<file path="config.mk">
export PLATFORM = sky130hd
export DESIGN_NAME = fir_out_decimator
export DESIGN_NICKNAME = d
export VERILOG_FILES = /design/src/rtl/fir_pkg.sv /design/src/rtl/fir_out_fifo.sv /design/src/rtl/fir_out_decimator.sv
export SDC_FILE = /design/constraint.sdc
export NUM_CORES = 1
export LEC_CHECK = 0
export ABC_AREA = 1
export CAP_MARGIN = 0
export CORE_AREA = 2 2 103 65
export CTS_CLUSTER_DIAMETER = 50
export DETAILED_ROUTE_END_ITERATION = 10
export DIE_AREA = 0 0 105 67
export PLACE_DENSITY = 0.79
export SLEW_MARGIN = 20
export SYNTH_ARGS = -nofsm -noshare
export SYNTH_HDL_FRONTEND = slang
export SYNTH_SLANG_ARGS = --single-unit
export TNS_END_PERCENT = 10
</file>
<file path="constraint.sdc">
create_clock -name clk -period 3.8 [get_ports clk]
set_clock_uncertainty 0.1 [all_clocks]
set_input_delay 0.38 -clock clk [delete_from_list [all_inputs] [get_ports clk]]
set_output_delay 0.38 -clock clk [all_outputs]
set_load 0.005 [all_outputs]
</file>
<file path="src/rtl/fir_pkg.sv">
`default_nettype none
// ============================================================================
// Module   : fir_pkg
// Brief    : Shared widths and helpers for the fir_filter output path.
// Revision : 1.0
// ============================================================================
package fir_pkg;

    localparam int IN_W_DEF  = 16;
    localparam int OUT_W_DEF = 8;

    typedef struct packed {
        logic        sat;
        logic [31:0] value;
    } round_t;

    function automatic int clog2(input int n);
        int r;
        r = 0;
        while ((1 << r) < n) r++;
        return r;
    endfunction

    // Round half up, shift right, clip to out_w bits; one spare bit keeps the add from wrapping.
    function automatic round_t sat_round(input logic [31:0] x, input int shift, input int out_w);
        round_t      res;
        logic [32:0] sum;
        logic [32:0] r;
        logic [32:0] maxv;
        sum       = {1'b0, x} + (33'd1 << (shift - 1));
        r         = sum >> shift;
        maxv      = (33'd1 << out_w) - 33'd1;
        res.sat   = (r > maxv);
        res.value = res.sat ? maxv[31:0] : r[31:0];
        return res;
    endfunction

endpackage
`default_nettype wire

</file>
<file path="src/rtl/fir_out_fifo.sv">
`default_nettype none
// ============================================================================
// Module   : fir_out_fifo
// Brief    : Show-ahead synchronous FIFO with a registered head word.
// Revision : 1.0
// ============================================================================
module fir_out_fifo
    import fir_pkg::*;
#(
    parameter int DEPTH = 4,
    parameter int W     = 8
) (
    input  logic                  clk,
    input  logic                  rst,
    input  logic                  i_push,
    input  logic [W-1:0]          i_data,
    input  logic                  i_pop,
    output logic [W-1:0]          o_data,
    output logic                  o_full,
    output logic                  o_empty,
    output logic [clog2(DEPTH):0] o_level
);

    localparam int c_AW = clog2(DEPTH);
    localparam int c_LW = c_AW + 1;

    logic [W-1:0]    r_mem [DEPTH];
    logic [c_AW-1:0] r_wptr;
    logic [c_AW-1:0] r_rptr;
    logic [c_LW-1:0] r_level;
    logic [W-1:0]    r_head;

    logic            w_pop;
    logic            w_push;
    logic [c_AW-1:0] w_rptr_nxt;
    logic [c_LW-1:0] w_remain;

    assign o_full     = (r_level == c_LW'(DEPTH));
    assign o_empty    = (r_level == '0);
    assign w_pop      = i_pop & ~o_empty;
    // A pop in the same cycle frees the slot, so a full FIFO still accepts the push.
    assign w_push     = i_push & (~o_full | w_pop);
    assign w_rptr_nxt = r_rptr + c_AW'(w_pop);
    assign w_remain   = r_level - c_LW'(w_pop);

    always_ff @(posedge clk) begin
        if (w_push) begin
            r_mem[r_wptr] <= i_data;
        end
    end

    always_ff @(posedge clk) begin
        if (rst) begin
            r_wptr  <= '0;
            r_rptr  <= '0;
            r_level <= '0;
            r_head  <= '0;
        end else begin
            if (w_push) begin
                r_wptr <= r_wptr + c_AW'(1);
            end
            r_rptr <= w_rptr_nxt;
            case ({w_push, w_pop})
                2'b10:   r_level <= r_level + c_LW'(1);
                2'b01:   r_level <= r_level - c_LW'(1);
                default: r_level <= r_level;
            endcase
            // Head follows the next unread entry; it holds its value once the FIFO drains.
            if (w_remain == '0) begin
                if (w_push) begin
                    r_head <= i_data;
                end
            end else begin
                r_head <= r_mem[w_rptr_nxt];
            end
        end
    end

    assign o_data  = r_head;
    assign o_level = r_level;

endmodule
`default_nettype wire

</file>
<file path="src/rtl/fir_out_decimator.sv">
`default_nettype none
// ============================================================================
// Module   : fir_out_decimator
// Brief    : Decimate, requantise and buffer the fir_filter output stream.
// Revision : 1.0
// ============================================================================
module fir_out_decimator
    import fir_pkg::*;
#(
    parameter int IN_W  = IN_W_DEF,
    parameter int OUT_W = OUT_W_DEF,
    parameter int SHIFT = 4,
    parameter int DECIM = 2,
    parameter int DEPTH = 4
) (
    input  logic                  clk,
    input  logic                  rst,
    input  logic                  in_valid,
    input  logic [IN_W-1:0]       in_data,
    output logic                  out_valid,
    output logic [OUT_W-1:0]      out_data,
    input  logic                  out_ready,
    output logic                  sat,
    output logic                  ovf,
    output logic [7:0]            drop_cnt,
    output logic [clog2(DEPTH):0] level,
    input  logic                  ovf_clr
);

    localparam int c_PH_W = (DECIM > 1) ? clog2(DECIM) : 1;

    logic [c_PH_W-1:0] r_phase;
    logic              r_s1_valid;
    logic [OUT_W-1:0]  r_s1_data;
    logic              r_sat;
    logic              r_ovf;
    logic [7:0]        r_drop_cnt;

    round_t            w_rq;
    logic              w_keep;
    logic              w_full;
    logic              w_empty;
    logic              w_pop;
    logic              w_drop;

    assign w_keep = in_valid & (r_phase == '0);
    assign w_rq   = sat_round(32'(in_data), SHIFT, OUT_W);

    generate
        if (OUT_W < 32) begin : g_trim
            logic w_unused_hi;
            assign w_unused_hi = ^w_rq.value[31:OUT_W];
        end
    endgenerate

    always_ff @(posedge clk) begin
        if (rst) begin
            r_phase <= '0;
        end else if (in_valid) begin
            if (r_phase == c_PH_W'(DECIM - 1)) begin
                r_phase <= '0;
            end else begin
                r_phase <= r_phase + c_PH_W'(1);
            end
        end
    end

    always_ff @(posedge clk) begin
        if (rst) begin
            r_s1_valid <= 1'b0;
            r_s1_data  <= '0;
            r_sat      <= 1'b0;
        end else begin
            r_s1_valid <= w_keep;
            r_s1_data  <= w_rq.value[OUT_W-1:0];
            r_sat      <= w_keep & w_rq.sat;
        end
    end

    fir_out_fifo #(
        .DEPTH (DEPTH),
        .W     (OUT_W)
    ) u_fifo (
        .clk     (clk),
        .rst     (rst),
        .i_push  (r_s1_valid),
        .i_data  (r_s1_data),
        .i_pop   (out_ready),
        .o_data  (out_data),
        .o_full  (w_full),
        .o_empty (w_empty),
        .o_level (level)
    );

    assign out_valid = ~w_empty;
    assign w_pop     = out_valid & out_ready;
    assign w_drop    = r_s1_valid & w_full & ~w_pop;

    // A drop in the same cycle as a clear takes priority so no loss goes unreported.
    always_ff @(posedge clk) begin
        if (rst) begin
            r_ovf      <= 1'b0;
            r_drop_cnt <= '0;
        end else if (w_drop) begin
            r_ovf <= 1'b1;
            if (r_drop_cnt != 8'hFF) begin
                r_drop_cnt <= r_drop_cnt + 8'd1;
            end
        end else if (ovf_clr) begin
            r_ovf      <= 1'b0;
            r_drop_cnt <= '0;
        end
    end

    assign sat      = r_sat;
    assign ovf      = r_ovf;
    assign drop_cnt = r_drop_cnt;

endmodule
`default_nettype wire
</file>
==> After elaboration in Yosys (flattened, before gate mapping) <==
Memory sizes are Yosys's and may differ from the RTL's.
Index checks and enable logic that the tools add are counted.
{ "totals": {"reg_bits": 35, "input_bits": 21, "out_inout_bits": 22, "memories": 1, "mem_bits_rw": 32} }
{ "classes": {"magnitude_cmp": 1, "reduce_logical": 5, "muxes": 12, "bitwise": 11, "eq_ne": 6, "add_sub_neg": 8} }
{ "memory_table": {"columns": ["memory", "words", "word_bits", "rd", "rd_ports_with_merged_regs", "wr", "line", "rtl"], "rows": [
  ["u_fifo.r_mem", 4, 8, 1, 0, 1, "fir_out_fifo.sv:27", "logic [W-1:0] r_mem [DEPTH];"]
]} }
{ "ops": {"columns": ["op", "count"], "rows": [
  ["8-bit two-way mux", 6],
  ["16-bit by 4-bit adder with 17-bit output (second input constant)", 1],
  ["13-bit by 8-bit > comparator with 1-bit output (second input constant)", 1],
  ["8-bit by 1-bit adder with 8-bit output (second input constant)", 1],
  ["8-bit inequality test (second input constant)", 1],
  ["1-bit AND", 6],
  ["3-bit logical NOT", 2],
  ["3-bit case mux with 2 select lines", 1],
  ["1-bit two-way mux", 5],
  ["2-bit by 1-bit inequality test with 1-bit output (second input constant)", 2],
  ["1-bit inverter", 4],
  ["2-bit nonzero test", 2],
  ["3-bit by 1-bit adder with 3-bit output (second input constant)", 1],
  ["3-bit == test (second input constant)", 1],
  ["3-bit by 1-bit subtractor with 3-bit output", 1],
  ["3-bit by 1-bit subtractor with 3-bit output (second input constant)", 1],
  ["2-bit by 1-bit adder with 2-bit output", 1],
  ["2-bit by 1-bit adder with 2-bit output (second input constant)", 1],
  ["2-bit by 1-bit == test with 1-bit output (second input constant)", 1],
  ["2-bit == test (second input constant)", 1],
  ["2-bit AND reduction", 1],
  ["1-bit adder (second input constant)", 1],
  ["1-bit OR", 1]
]} }

==> Longest topological paths before layout <==
{ "depth": {"depth_word": 7, "ltp_mapped": 14, "depth_no_buf": 12} }

==> Hierarchy <==
Synthesis repeated with hierarchy kept, for this count alone.
{ "hier_totals": {"cells_unflattened": 366, "area_unflattened_um2": 3171.8} }
{ "modules_own_cells": {"columns": ["mod", "area_each_um2", "n_inst", "seq_area_each_um2", "cells_each"], "rows": [
  ["fir_out_fifo", 2078.2, 1, 1261.2, 200],
  ["fir_out_decimator", 1093.5, 1, 400.4, 166]
]} }

==> Least setup slack after synthesis <==
OpenSTA, ideal clock, no wires.
{ "synth_timing": {"kind": "flip-flop to flip-flop", "startpoint": "register u_fifo.r_level[2] (netlist: u_fifo.o_level[2])", "endpoint": "register u_fifo.r_head[6] (netlist: u_fifo.o_data[6])", "path_slack_ps": 1798, "period_less_slack_ps": 2002, "arrival_ps": 1793, "required_ps": 3591, "path_stages_with_launch": 13, "path_buffers": 2, "path_cell_list": "dfxtp_1 inv_2 a21oi_1 ha_1 buf_2 buf_2 nand2_1 a21boi_0 o21ai_0 mux2i_1 nand2_1 nand2_1 inv_1"} }
{ "synth_between": {"elab_chain_len": 6} }
{ "synth_lines": {"columns": ["item", "line", "rtl"], "rows": [
  ["start, declared", "fir_out_fifo.sv:30", "logic [c_LW-1:0] r_level;"],
  ["start signal, assigned", "fir_out_fifo.sv:64", "2'b10: r_level <= r_level + c_LW'(1);"],
  ["start signal, assigned", "fir_out_fifo.sv:65", "2'b01: r_level <= r_level - c_LW'(1);"],
  ["start signal, assigned", "fir_out_fifo.sv:66", "default: r_level <= r_level;"],
  ["3-bit logical NOT", "fir_out_fifo.sv:39", "assign o_empty = (r_level == '0);"],
  ["1-bit inverter", "fir_out_fifo.sv:40", "assign w_pop = i_pop & ~o_empty;"],
  ["1-bit AND", "fir_out_fifo.sv:40", null],
  ["2-bit by 1-bit adder with 2-bit output", "fir_out_fifo.sv:43", "assign w_rptr_nxt = r_rptr + c_AW'(w_pop);"],
  ["via u_fifo.w_rptr_nxt[0]", "fir_out_fifo.sv:35", "logic [c_AW-1:0] w_rptr_nxt;"],
  ["memory read 4 x 8 bit", null, null],
  ["8-bit two-way mux", "fir_out_fifo.sv:69", "if (w_remain == '0) begin"],
  ["end signal, assigned", "fir_out_fifo.sv:71", "r_head <= i_data;"],
  ["end signal, assigned", "fir_out_fifo.sv:74", "r_head <= r_mem[w_rptr_nxt];"],
  ["end, declared", "fir_out_fifo.sv:31", "logic [W-1:0] r_head;"]
]} }
The timed path passes the listed nets, and every way through them passes these cells.
A chain may end at the register's enable or synchronous reset.

==> Worst setup path after layout <==
{ "layout_timing": {"startpoint": "input port out_ready", "endpoint": "register u_fifo.r_head[4] (netlist: u_fifo.o_data[4])"} }
{ "layout_between": {"elab_chain_len": 4} }
{ "layout_lines": {"columns": ["item", "line", "rtl"], "rows": [
  ["start, declared", "fir_out_decimator.sv:22", "input logic out_ready,"],
  ["1-bit AND", "fir_out_fifo.sv:40", null],
  ["2-bit by 1-bit adder with 2-bit output", "fir_out_fifo.sv:43", null],
  ["via u_fifo.w_rptr_nxt[0]", "fir_out_fifo.sv:35", null],
  ["memory read 4 x 8 bit", null, null],
  ["8-bit two-way mux", "fir_out_fifo.sv:69", null]
]} }
The timed path passes the listed nets, and every way through them passes these cells.

==> flow_summary_export.csv <==
group,metric,value,unit
die,die_w,105,um
global_route,track_usage,19.3,%
worst_hold_path,worstHoldPathType,"reg2reg",
critical_path,critical_path_class,"in2reg",
clocking,htreeDepth,3,
critical_path,crit_buf_inv,4,
critical_path,critPathMaxStageDelay,0.57,ns
global_route,antenna_found_initial,0,
critical_path,critPathArrivalTime,2.74,ns
synthesis,ys_types,34,
critical_path,worst_setup_path_start_kind,"primary input",
run,cap_violations,0,
clocking,cts_hold_buffers,0,
synthesis,synth.net_count,405,
detailed_routing,wire_per_inst,12.5,um
synthesis,synth_seq_area_share,50.8,%
finish,diodes,0,
timing,final_hold_viol_count,0,
clocking,cts_tree,"done",
global_route,grt_pass1_wl,10.4,mm
global_route,grt.busiest_layer,"met2",
detailed_routing,vias,2478,
die,die-area,7040,sq um
detailed_routing,dr.pass1.iters,5,
finish,fill_cells,510,
power,ir_drop,0.280,mV
timing,max_slew_margin,51.7,%
synthesis,ys_warn_count,0,
die,die_y,67,um
critical_path,crit_slowest_cell,"ha_1",
critical_path,path_cells,"clkdlybuf4s50_1, inv_1, a21oi_1, ha_1, inv_2, nand2_1, nand2_1, nand2_1, o21ai_0, mux2i_1, nand2_1, nand2_1, inv_1",
finish,final_nets,447,
place,place.gp.congestion,0.847,
clocking,cts_resized,0,
timing,min_period,2.60,ns
die,start_util,54.5,%
timing,setup_violations,0,
die,core,6000,sq um
critical_path,required,3.94,ns
clocking,cts_buffers,9,
timing,max_freq,385,MHz
die,io_pins,43,
detailed_routing,avgViaCountPerCell,4.91,
detailed_routing,first_iter_violations,138,
timing,rsz0062_at_grt,"false",
critical_path,cp_common_cell,"nand2_1",
synthesis,synth_area,3270,sq um
clocking,cts_root_buf,"clkbuf_8",
global_route,grt_remaining_overflow,0,
global_route,use_met3,5.87,%
detailed_routing,routed_wl,6.30,mm
synthesis,syn_avg_cell_area,8.74,sq um
timing,report.final.slew_viol_count,0,
clocking,clock_path_buffers,2,
timing,fin_crit_sh,68.3,%
global_route,grt_pass1_vias,2246,
global_route,grt.met1_usage,26.3,%
critical_path,end_kind,"flip-flop",
clocking,worstSkewPairLatency,0.34,ns
finish,syn_to_final_growth,19.5,%
critical_path,regToRegSetupSlack,1.24,ns
power,p_per_area,546,nW/um^2
detailed_routing,antenna_left,0,
timing,hold_slack,0.386,ns
detailed_routing,drc,0,
synthesis,synth.ff_latch_count,67,
synthesis,syn_inst,374,
place,hpwl,4.51,mm
power,leakagePower,1.70,nW
clocking,cts_setup_buffers,0,
status,status,"completed",
clocking,cts_sinks,67,
die,rows,22,
critical_path,cp_top_family,"buffers and inverters",
clocking,clk_pin_slew,0.08,ns
place,io_buffers,39,
timing,tightest_slew,0.720,ns
finish,drive_above_1_share,8.08,%
finish,final_area,3910,sq um
global_route,met2_usage,29.9,%
place,placed_area,3710,sq um
timing,fin_tns_setup,0,ns
global_route,grt_max_degree,23,
critical_path,worstPathMaxFanout,17,
## placed cells by master, fill, tap and decap left out, drive strengths merged
master and n:
clkbuf 15, inv 61, clkdlybuf4s50 39, nand2 103
nor2 28, nand4 12, a21oi 17, mux2i 8
xnor2 3, ha 9, fa 1, a31oi 1
or2 1, edfxtp 32, nand3 14, xor2 8
clkinv 1, dfxtp 35, nor3 1, a21boi 8
o21ai 24
## synth_stat cells
cell	n	area (sq um)
fa_1	1	20.0
nor2_4	3	33.8
o21ai_1	3	15.0
xnor2_2	1	16.3
nor3_1	1	5.00
xor2_1	8	70.1
nand2_4	2	22.5
inv_2	3	11.3
nand3_1	11	55.1
a31oi_1	1	6.26
nand4_2	1	12.5
mux2i_1	8	80.1
nor2_1	24	90.1
inv_1	57	214
inv_4	1	6.26
o21ai_2	2	17.5
ha_1	9	113
edfxtp_1	32	961
nand4_1	10	62.6
clkbuf_1	1	3.75
o21ai_0	19	95.1
xnor2_1	2	17.5
nand3_2	3	30.0
a21oi_1	17	85.1
a21boi_0	4	30.0
nor2_2	1	6.26
dfxtp_1	35	701
nand2_2	2	12.5
or2_2	1	6.26
a21boi_1	4	30.0
nand2_1	99	372
nand4_4	1	21.3
buf_2	5	25.0
buf_6	2	22.5
## power by group
group / switching [mW] / internal, mW / total [mW]
combinational: 0.409 / 0.302 / 0.711
sequential: 0.0418 / 0.820 / 0.862
clock: 0.248 / 0.312 / 0.561
total: 0.699 / 1.43 / 2.13
## sequential cells by signal, summed over array words and instances (netlist names)
register	cells
u_fifo.r_mem	32
sat	1
drop_cnt	8
u_fifo.r_wptr	2
r_phase	1
r_s1_valid	1
u_fifo.o_level	3
u_fifo.o_data	8
ovf	1
u_fifo.r_rptr	2
r_s1_data	8
## worst reg2reg max path, delay by kind of cell (launching register included)
| kind | cells | cell delay (ns) |
|---|---|---|
| compound gates | 2 | 0.37 |
| simple gates | 6 | 0.47 |
| fa+ha+maj | 1 | 0.57 |
| buf+inv | 2 | 0.32 |
| mux | 1 | 0.19 |
| flops | 1 | 0.45 |
## metrics by stage
| step | power [mW] | utilization [%] | setup WS, ns | std cells |
|---|---|---|---|---|
| 6_report | 2.13 | 65.1 | 1.20 | 505 |
| 3_5_place_dp | 1.59 | 61.9 | 0.901 | 489 |
| 5_1_grt | 2.28 | 65.1 | 1.01 | 505 |
| 3_3_place_gp | 1.56 | 61.9 | 0.928 | 489 |
| 2_1_floorplan | 1.38 | - | 1.80 | 374 |
| 4_1_cts | 2.15 | 65.1 | 1.23 | 505 |
## path summary, 6_finish.rpt
kind | start | endpoint | depth (start not counted)
max | out_ready | u_fifo.o_data[4]$_SDFFE_PP0P_ | 13
min | ovf$_SDFFE_PP0P_ | ovf$_SDFFE_PP0P_ | 2
max reg2reg | u_fifo.o_level[1]$_SDFFE_PP0P_ | u_fifo.o_data[4]$_SDFFE_PP0P_ | 12
min reg2reg | ovf$_SDFFE_PP0P_ | ovf$_SDFFE_PP0P_ | 2
## routing by layer
layer / up-vias / wire length [um]
met4: 0 / 30
met2: 79 / 2660
li1: 1284 / -
met5: - / 0
met3: 4 / 425
met1: 1111 / 3180
## kinds of logic (layout without fill, tap and decap cells)
family                   count (synthesis)  in the layout  synth area share [%]
AO/OA/AOI/OAI                           50             50                  8.53
multiplexers                             8              8                  2.45
flip-flops                              67             67                  50.8
AND/OR/NAND/NOR                        159            159                  22.3
buffers and inverters                   69            116                  8.65
adder cells (fa/ha/maj)                 10             10                  4.06
XOR/XNOR                                11             11                  3.18
## final cells by class
cell class	count	area, sq um	share of cell area [%]
clock buffer	15	188	4.80
clock inverter	1	5.00	0.128
inverter	61	231	5.93
multi-input combinational	238	1330	33.9
sequential	67	1660	42.5
tap	84	105	2.69
timing repair buffer	39	390	9.99
(Power assumes the default switching activity.)
